## src/rtl/ntcrack_pkg.sv

```systemverilog
// Shared constants and FSM encoding for the NT-hash cracker front end.
package ntcrack_pkg;
  localparam int HASH_BYTES_DEFAULT = 16;
  localparam int HASH_BITS          = 128;

  typedef enum logic [1:0] {
    ST_LOADING = 2'd0,
    ST_FULL    = 2'd1,
    ST_RUNNING = 2'd2
  } state_t;
endpackage

```

## src/rtl/ntcrack_input_sync.sv

```systemverilog
// Asynchronous pin -> synchroniser -> optional debounce -> registered rise pulse.
// Optional feature: define NTCRACK_HASH_LOADER_DEBOUNCE_EN to require DEBOUNCE_CYCLES
// identical synchronised samples before a level change is accepted.
module ntcrack_input_sync #(
  parameter int SYNC_STAGES     = 2,
  parameter int DEBOUNCE_CYCLES = 1024
) (
  input  logic clk,
  input  logic reset,
  input  logic pin,
  output logic rise
);
  // Reject configurations that cannot work at elaboration time.
  if (SYNC_STAGES < 2 || DEBOUNCE_CYCLES < 1) begin : g_param_check
    $error("ntcrack_input_sync: SYNC_STAGES must be >=2 and DEBOUNCE_CYCLES >=1");
  end

  logic [SYNC_STAGES-1:0] sync_q;
  logic                   level;
  logic                   level_q;
  logic                   rise_q;

  // Metastability chain; pin enters at bit 0.
  always_ff @(posedge clk or posedge reset) begin
    if (reset) sync_q <= '0;
    else       sync_q <= {sync_q[SYNC_STAGES-2:0], pin};
  end

`ifdef NTCRACK_HASH_LOADER_DEBOUNCE_EN
  localparam int CW = $clog2(DEBOUNCE_CYCLES + 1);
  logic [CW-1:0] db_cnt;
  logic          db_level;

  // Count consecutive samples disagreeing with the accepted level; flip when enough seen.
  always_ff @(posedge clk or posedge reset) begin
    if (reset) begin
      db_cnt   <= '0;
      db_level <= 1'b0;
    end else if (sync_q[SYNC_STAGES-1] == db_level) begin
      db_cnt <= '0;
    end else if (db_cnt == CW'(DEBOUNCE_CYCLES - 1)) begin
      db_level <= sync_q[SYNC_STAGES-1];
      db_cnt   <= '0;
    end else begin
      db_cnt <= db_cnt + 1'b1;
    end
  end

  assign level = db_level;
`else
  assign level = sync_q[SYNC_STAGES-1];
`endif

  // Registered rising-edge detector so the pulse is a clean single cycle.
  always_ff @(posedge clk or posedge reset) begin
    if (reset) begin
      level_q <= 1'b0;
      rise_q  <= 1'b0;
    end else begin
      level_q <= level;
      rise_q  <= level & ~level_q;
    end
  end

  assign rise = rise_q;
endmodule

```

## src/rtl/ntcrack_hash_loader.sv

```systemverilog
// Host-facing loader: assembles strobed bytes into the target hash and launches the cracker.
// Optional feature: NTCRACK_HASH_LOADER_DEBOUNCE_EN adds input debouncing (see ntcrack_input_sync).
module ntcrack_hash_loader
  import ntcrack_pkg::*;
#(
  parameter int HASH_BYTES      = HASH_BYTES_DEFAULT,
  parameter int SYNC_STAGES     = 2,
  parameter int DEBOUNCE_CYCLES = 1024
) (
  input  logic                 clk,
  input  logic                 reset,
  input  logic [7:0]           new_hash_byte,
  input  logic                 store_hash_byte,
  input  logic                 go,
  input  logic                 cracker_busy,
  output logic [HASH_BITS-1:0] target_hash,
  output logic                 hash_valid,
  output logic                 start,
  output logic [4:0]           byte_count,
  output logic                 load_error
);
  state_t     state_q, state_d;
  logic       store_edge, go_edge;
  logic       wr_byte, fire, err_set, done;
  logic       busy_seen;
  logic [1:0] wait_cnt;

  ntcrack_input_sync #(.SYNC_STAGES(SYNC_STAGES), .DEBOUNCE_CYCLES(DEBOUNCE_CYCLES)) u_store_sync (
    .clk(clk), .reset(reset), .pin(store_hash_byte), .rise(store_edge)
  );

  ntcrack_input_sync #(.SYNC_STAGES(SYNC_STAGES), .DEBOUNCE_CYCLES(DEBOUNCE_CYCLES)) u_go_sync (
    .clk(clk), .reset(reset), .pin(go), .rise(go_edge)
  );

  // State register.
  always_ff @(posedge clk or posedge reset) begin
    if (reset) state_q <= ST_LOADING;
    else       state_q <= state_d;
  end

  // Next state and per-cycle actions; store wins in LOADING, go wins in FULL.
  always_comb begin
    state_d = state_q;
    wr_byte = 1'b0;
    fire    = 1'b0;
    err_set = 1'b0;
    done    = 1'b0;
    unique case (state_q)
      ST_LOADING: begin
        if (store_edge) begin
          wr_byte = 1'b1;
          if (byte_count == 5'(HASH_BYTES - 1)) state_d = ST_FULL;
        end
        if (go_edge) err_set = 1'b1;
      end
      ST_FULL: begin
        if (go_edge && !cracker_busy) begin
          fire    = 1'b1;
          state_d = ST_RUNNING;
        end else if (go_edge) begin
          err_set = 1'b1;
        end
        if (store_edge) err_set = 1'b1;
      end
      ST_RUNNING: begin
        if (store_edge || go_edge) err_set = 1'b1;
        // Busy fell after being seen, or never showed up within the grace window.
        if (!cracker_busy && (busy_seen || wait_cnt == 2'd2)) begin
          done    = 1'b1;
          state_d = ST_LOADING;
        end
      end
      default: state_d = ST_LOADING;
    endcase
  end

  // Byte assembly, start pulse, error flag and cracker-handshake tracking.
  always_ff @(posedge clk or posedge reset) begin
    if (reset) begin
      target_hash <= '0;
      byte_count  <= '0;
      start       <= 1'b0;
      load_error  <= 1'b0;
      busy_seen   <= 1'b0;
      wait_cnt    <= '0;
    end else begin
      start <= fire;
      if (wr_byte) begin
        target_hash[{byte_count[3:0], 3'b000} +: 8] <= new_hash_byte;
        byte_count <= byte_count + 5'd1;
      end
      if (done) begin
        byte_count <= '0;
        load_error <= 1'b0;
      end else if (err_set) begin
        load_error <= 1'b1;
      end
      if (fire) begin
        busy_seen <= 1'b0;
        wait_cnt  <= '0;
      end else if (state_q == ST_RUNNING) begin
        if (cracker_busy)      busy_seen <= 1'b1;
        if (wait_cnt != 2'd2)  wait_cnt  <= wait_cnt + 2'd1;
      end
    end
  end

  assign hash_valid = (state_q != ST_LOADING);
endmodule
```

## config.mk

```make
export PLATFORM = sky130hd
export DESIGN_NAME = ntcrack_hash_loader
export DESIGN_NICKNAME = d
export VERILOG_FILES = /design/src/rtl/ntcrack_pkg.sv /design/src/rtl/ntcrack_input_sync.sv /design/src/rtl/ntcrack_hash_loader.sv
export SDC_FILE = /design/constraint.sdc
export NUM_CORES = 1
export LEC_CHECK = 0
export BUFFER_PORTS_ARGS = -buffer_cell sky130_fd_sc_hd__buf_4
export CAP_MARGIN = 0
export CELL_PAD_IN_SITES_DETAIL_PLACEMENT = 0
export CELL_PAD_IN_SITES_GLOBAL_PLACEMENT = 1
export CORE_ASPECT_RATIO = 1.4
export CORE_MARGIN = 8
export CORE_UTILIZATION = 35
export CTS_BUF_LIST = sky130_fd_sc_hd__clkbuf_8
export DETAILED_ROUTE_END_ITERATION = 16
export PLACE_DENSITY = 0.77
export REMOVE_ABC_BUFFERS = 1
export SYNTH_ARGS = -nofsm -noshare
export SYNTH_HDL_FRONTEND = slang
export SYNTH_SLANG_ARGS = --single-unit
```

## constraint.sdc

```tcl
create_clock -name clk -period 8.5 [get_ports clk]
set_clock_uncertainty 0.2 [all_clocks]
set_input_delay 1.7 -clock clk [delete_from_list [all_inputs] [get_ports clk]]
set_output_delay 1.7 -clock clk [all_outputs]
set_load 0.01 [all_outputs]
```

Yosys cells after proc, flatten, opt, wreduce, memory -nomap -nowiden

Index checks and enable logic that the tools add are counted.

$add $sub $neg: 3
Equality and inequality tests: 9
Shifts and indexed selects: 2
Multiplexer cells: 27
Bitwise operators: 4
Reduce and logical (&&, ||, !) cells: 15

Operators with widths:

| cell                    | number |
|---|---|
| $bwmux 128              | 1 |
| $shift 8x9->128 const A | 1 |
| $shiftx 8x9->128        | 1 |
| $mux 1                  | 15 |
| $mux 2                  | 7 |
| $reduce_bool 2->1       | 6 |
| $mux 5                  | 2 |
| $neg 7->9               | 1 |
| $ne 2x2->1 const B      | 4 |
| $pmux 2 s3              | 1 |
| $add 5x1->5 const B     | 1 |
| $eq 5x4->1 const B      | 1 |
| $eq 2x2->1 const B      | 2 |
| $reduce_and 2->1        | 2 |
| $reduce_and 4->1        | 1 |
| $pmux 1 s3              | 1 |
| $add 2x1->2 const B     | 1 |
| $and 1x1->1             | 2 |
| $eq 2x1->1 const B      | 1 |
| $logic_and 1x1->1       | 2 |
| $logic_not 2->1         | 1 |
| $logic_or 1x1->1        | 2 |
| $ne 2x1->1 const B      | 1 |
| $not 1->1               | 2 |
| $logic_not 1->1         | 1 |

Register bits: 148
Input port bits: 13
Output and inout port bits: 136
Word-level logic and storage cells: 73

Depth between registers and ports, before layout

Depth in word-level cells: 7
Depth in mapped cells: 9
Gate-level depth less buffers: 6

Cells and area by module

From an unflattened synthesis, not the netlist that was laid out.

Cell total of the unflattened synthesis: 411
Area, all modules: 6000.8 um^2

Modules (own cells, without submodules):

| module              | times used | cells each | area each (um^2) | seq. area each (um^2) |
|---|---|---|---|---|
| ntcrack_hash_loader | 1          | 399        | 5765.5           | 3503.4 |
| ntcrack_input_sync  | 2          | 6          | 117.6            | 100.1 |

Worst setup path after synthesis

OpenSTA, ideal clock, no wires.

Kind: reg-to-output
Start: register state_q[1]
End: output port hash_valid
Arrival: 0.750 ns
Required time: 6.600 ns
Setup slack: 5.850 ns
Cell stages (with the launch flop): 4
Path buffers: 1
Cells stage by stage: dfrtp_1 buf_6 nor2_1 inv_1

Longest elaborated chain between the ends: 1

RTL lines:

| element                | RTL line                   | RTL |
|---|---|---|
| from (decl)            | ntcrack_hash_loader.sv:22  | `state_t state_q, state_d;` |
| from (signal assigned) | ntcrack_hash_loader.sv:39  | `else state_q <= state_d;` |
| $reduce_bool 2->1      | ntcrack_hash_loader.sv:109 | `assign hash_valid = (state_q != ST_LOADING);` |
| to (decl)              | ntcrack_hash_loader.sv:17  | `output logic hash_valid,` |

No other way between the ends.

Final worst setup path

Same ends and word-level chain as after synthesis.

==> impl_metrics.toml <==
[status]
status = "completed"

[route]
route.detailed.drc = 0
via_per_inst = 4.935
routedWlPerCell_um = 20.59
drtIter0Drc = 289
vias = 3820
firstDrtPassIters = 4
drt-total-wl_mm = 15.94
antenna_left = 0

[setup_path]
cp.arrival_ns = 1.49
criticalPathCategory = "reg -> out"
cp.required_ns = 6.60
cp_max_fo = 9
reg2regPathDepth = 6
r2r_slack_ns = 5.28
timing.rr.end = "target_hash[65]"
crit_end = "hash_valid"
reg2reg_from = "byte_count[0]"
startpoint = "state_q[1]"
cp-start-kind = "register"
end_kind = "output pin"

[finish]
final_cell_area_um2 = 7719
syn2layout_area_growth_pct = 29.09
n_antenna_cell = 0
nets = 578
drive_gt1_share_pct = 54.99
nFillCells = 1526

[yosys]
synth_top_area_share_pct = 61.94
ys_seq_area_share_pct = 61.94
yosysTopAreaCell = "dfrtp_1"
synth_edf_count = 0
synth_flop_cell = "dfrtp_1"
yosys_warnings = 0
synth_cells = 405
ys_ff_latch = 148
synth_commonest_cells = "dfrtp_1 (148), mux2_2 (118), nor2_1 (19)"
ys_async_sr_fraction_pct = 100.0
yosys-top-cells-area = "dfrtp_1 (62%), mux2_2 (22%), mux2_4 (2.0%)"
ys_types = 37
syn_avg_cell_area_um2 = 14.76
syn_area_um2 = 5979
yosysMostFrequentCell = "dfrtp_1"

[clock_network]
cts_resized = 0
clockBufferDepth = 2
clockRootBuffer = "clkbuf_8"
clk_pin_slew_ns = 0.08
clock-sinks = 148
cts_tree = "done"
cts_setup_buffers = 0
cts_made_buffers = 17
hold_buffers = 0
htree_levels = 4
clk_latency_ns = 0.42

[timing]
fmax_mhz = 294.6
hold_viol_final = 0
min_period_ns = 3.395
fin_tns_setup_ns = 0
drv_slew = 0
finalCritPeriodShare_pct = 39.94
rsz0062_at_grt = "false"
worst_pin_slew_ns = 0.9097
relSlewSlack_pct = 39.35
setup_viol = 0

[die]
fp-row-count = 56
initial_core_util_pct = 35.71
fp.dieH_um = 170.7
ios = 149
die_x_um = 126.5
core-area_um2 = 16750
die-area_um2 = 21580

[worst_hold_path]
holdPathStages = 0
min_path_type = "reg -> reg"

[power_and_ir_drop]
finalPower_mw = 2.845
leakagePower_nw = 3.878
powerDensity_nw_per_um2 = 368.6
ir_drop_uv = 171.9

[global_route]
grt_pass1_wl_mm = 24.51
grtUsageTotal_pct = 14.98
grt_pass1_vias = 4146
grt_max_degree = 77
grt_overflow_total = 0
grt_antenna_before_repair = 0

[place]
port_buffers = 148
placed_cell_area_um2 = 7262
dp_hpwl_mm = 11.71
gp_congestion = 0.7718

[job]
cap_violations = 0
[layout make-up]
type,instances,area [µm²],share of cell area [%]
sequential,148,3704,47.98
clock buffer,18,247.7,3.210
inverter,8,35.03,0.4539
timing repair buffer,149,1119,14.49
tap,203,254.0,3.291
multi-input combinational,235,2151,27.87
clock inverter,13,209.0,2.707
[how the worst min path moves through the flow]
stage / from / endpoint / slack (ns)
6_report: u_store_sync.sync_q[0] / u_store_sync.sync_q[1] / 0.16
4_1_cts: u_store_sync.sync_q[0] / u_store_sync.sync_q[1] / 0.16
3_3_place_gp: u_go_sync.sync_q[0] / u_go_sync.sync_q[1] / 0.14
5_1_grt: u_store_sync.sync_q[0] / u_store_sync.sync_q[1] / 0.18
2_1_floorplan: u_go_sync.sync_q[0] / u_go_sync.sync_q[1] / 0.13
3_5_place_dp: u_store_sync.sync_q[0] / u_store_sync.sync_q[1] / 0.14
[worst max-delay path, stage by stage, from the launching register on]
cell,delay [ns]
dfrtp_1,0.47
nor2_1,0.33
inv_1,0.12
buf_4,0.16
[routing by layer]
| layer | vias up | routed length [µm] | share of wire, % | track usage, % |
|---|---|---|---|---|
| met5 | - | 0 | 0 | 0 |
| met4 | 0 | 252 | 1.6 | 5.197 |
| met3 | 16 | 587 | 3.7 | 3.209 |
| met2 | 94 | 8827 | 55 | 27.39 |
| met1 | 1987 | 6271 | 39 | 16.87 |
| li1 | 1723 | - | - | - |
[flip-flops by register name (all words and copies together), names as in the netlist]
register and cells:
u_store_sync.level_q 1, u_go_sync.rise 1, busy_seen 1, u_go_sync.sync_q 2, state_q 2, u_go_sync.level_q 1, start 1, wait_cnt 2
load_error 1, u_store_sync.rise 1, u_store_sync.sync_q 2, target_hash 128, byte_count 5
[layout by cell type (no fill, tap or decap), types with 2 or more instances in the layout]
cell / synthesis / routed
a21oi_1: 9 / 9
and2_1: 8 / 8
and3_1: 9 / 9
buf_4: 0 / 149
bufinv_16: 0 / 5
clkbuf_8: 0 / 18
clkinv_4: 0 / 4
clkinvlp_4: 0 / 2
dfrtp_1: 148 / 148
ha_1: 6 / 6
inv_1: 8 / 8
mux2_1: 2 / 2
mux2_2: 118 / 118
mux2_4: 8 / 8
nand2_1: 8 / 8
nand2b_1: 5 / 5
nand3_1: 4 / 4
nand3_2: 3 / 3
nand3b_1: 2 / 2
nand4_1: 4 / 4
nor2_1: 19 / 19
nor2b_1: 3 / 3
nor3_1: 2 / 2
o21ai_0: 6 / 6
or3_1: 2 / 2
xnor2_1: 3 / 3
xor2_1: 3 / 3
[power breakdown]
part / leakage, nW / internal, mW / switching (mW)
Clock: 0.226 / 0.356 / 0.255
Combinational: 1.75 / 0.572 / 0.490
Sequential: 1.91 / 0.961 / 0.211
Total: 3.88 / 1.89 / 0.956
[through the flow]
stage                     utilization, %  hold slack (ns)  worst slack, ns  cells
after global placement             43.37           0.1360            5.096    743
after global routing               46.09           0.1753            5.003    774
after floorplan                        -           0.1312            2.620    391
final                              46.09           0.1586            5.105    774
after CTS                          46.09           0.1626            5.088    774
after detailed placement           43.37           0.1419            5.022    743
[kinds of logic after synthesis]
logic type	share of synthesized area, %
compound gates	1.862
fa+ha+maj	1.255
flops	61.94
xor+xnor	0.8790
buf+inv	2.092
simple gates	7.366
mux	24.61
(Power assumes the default switching activity.)
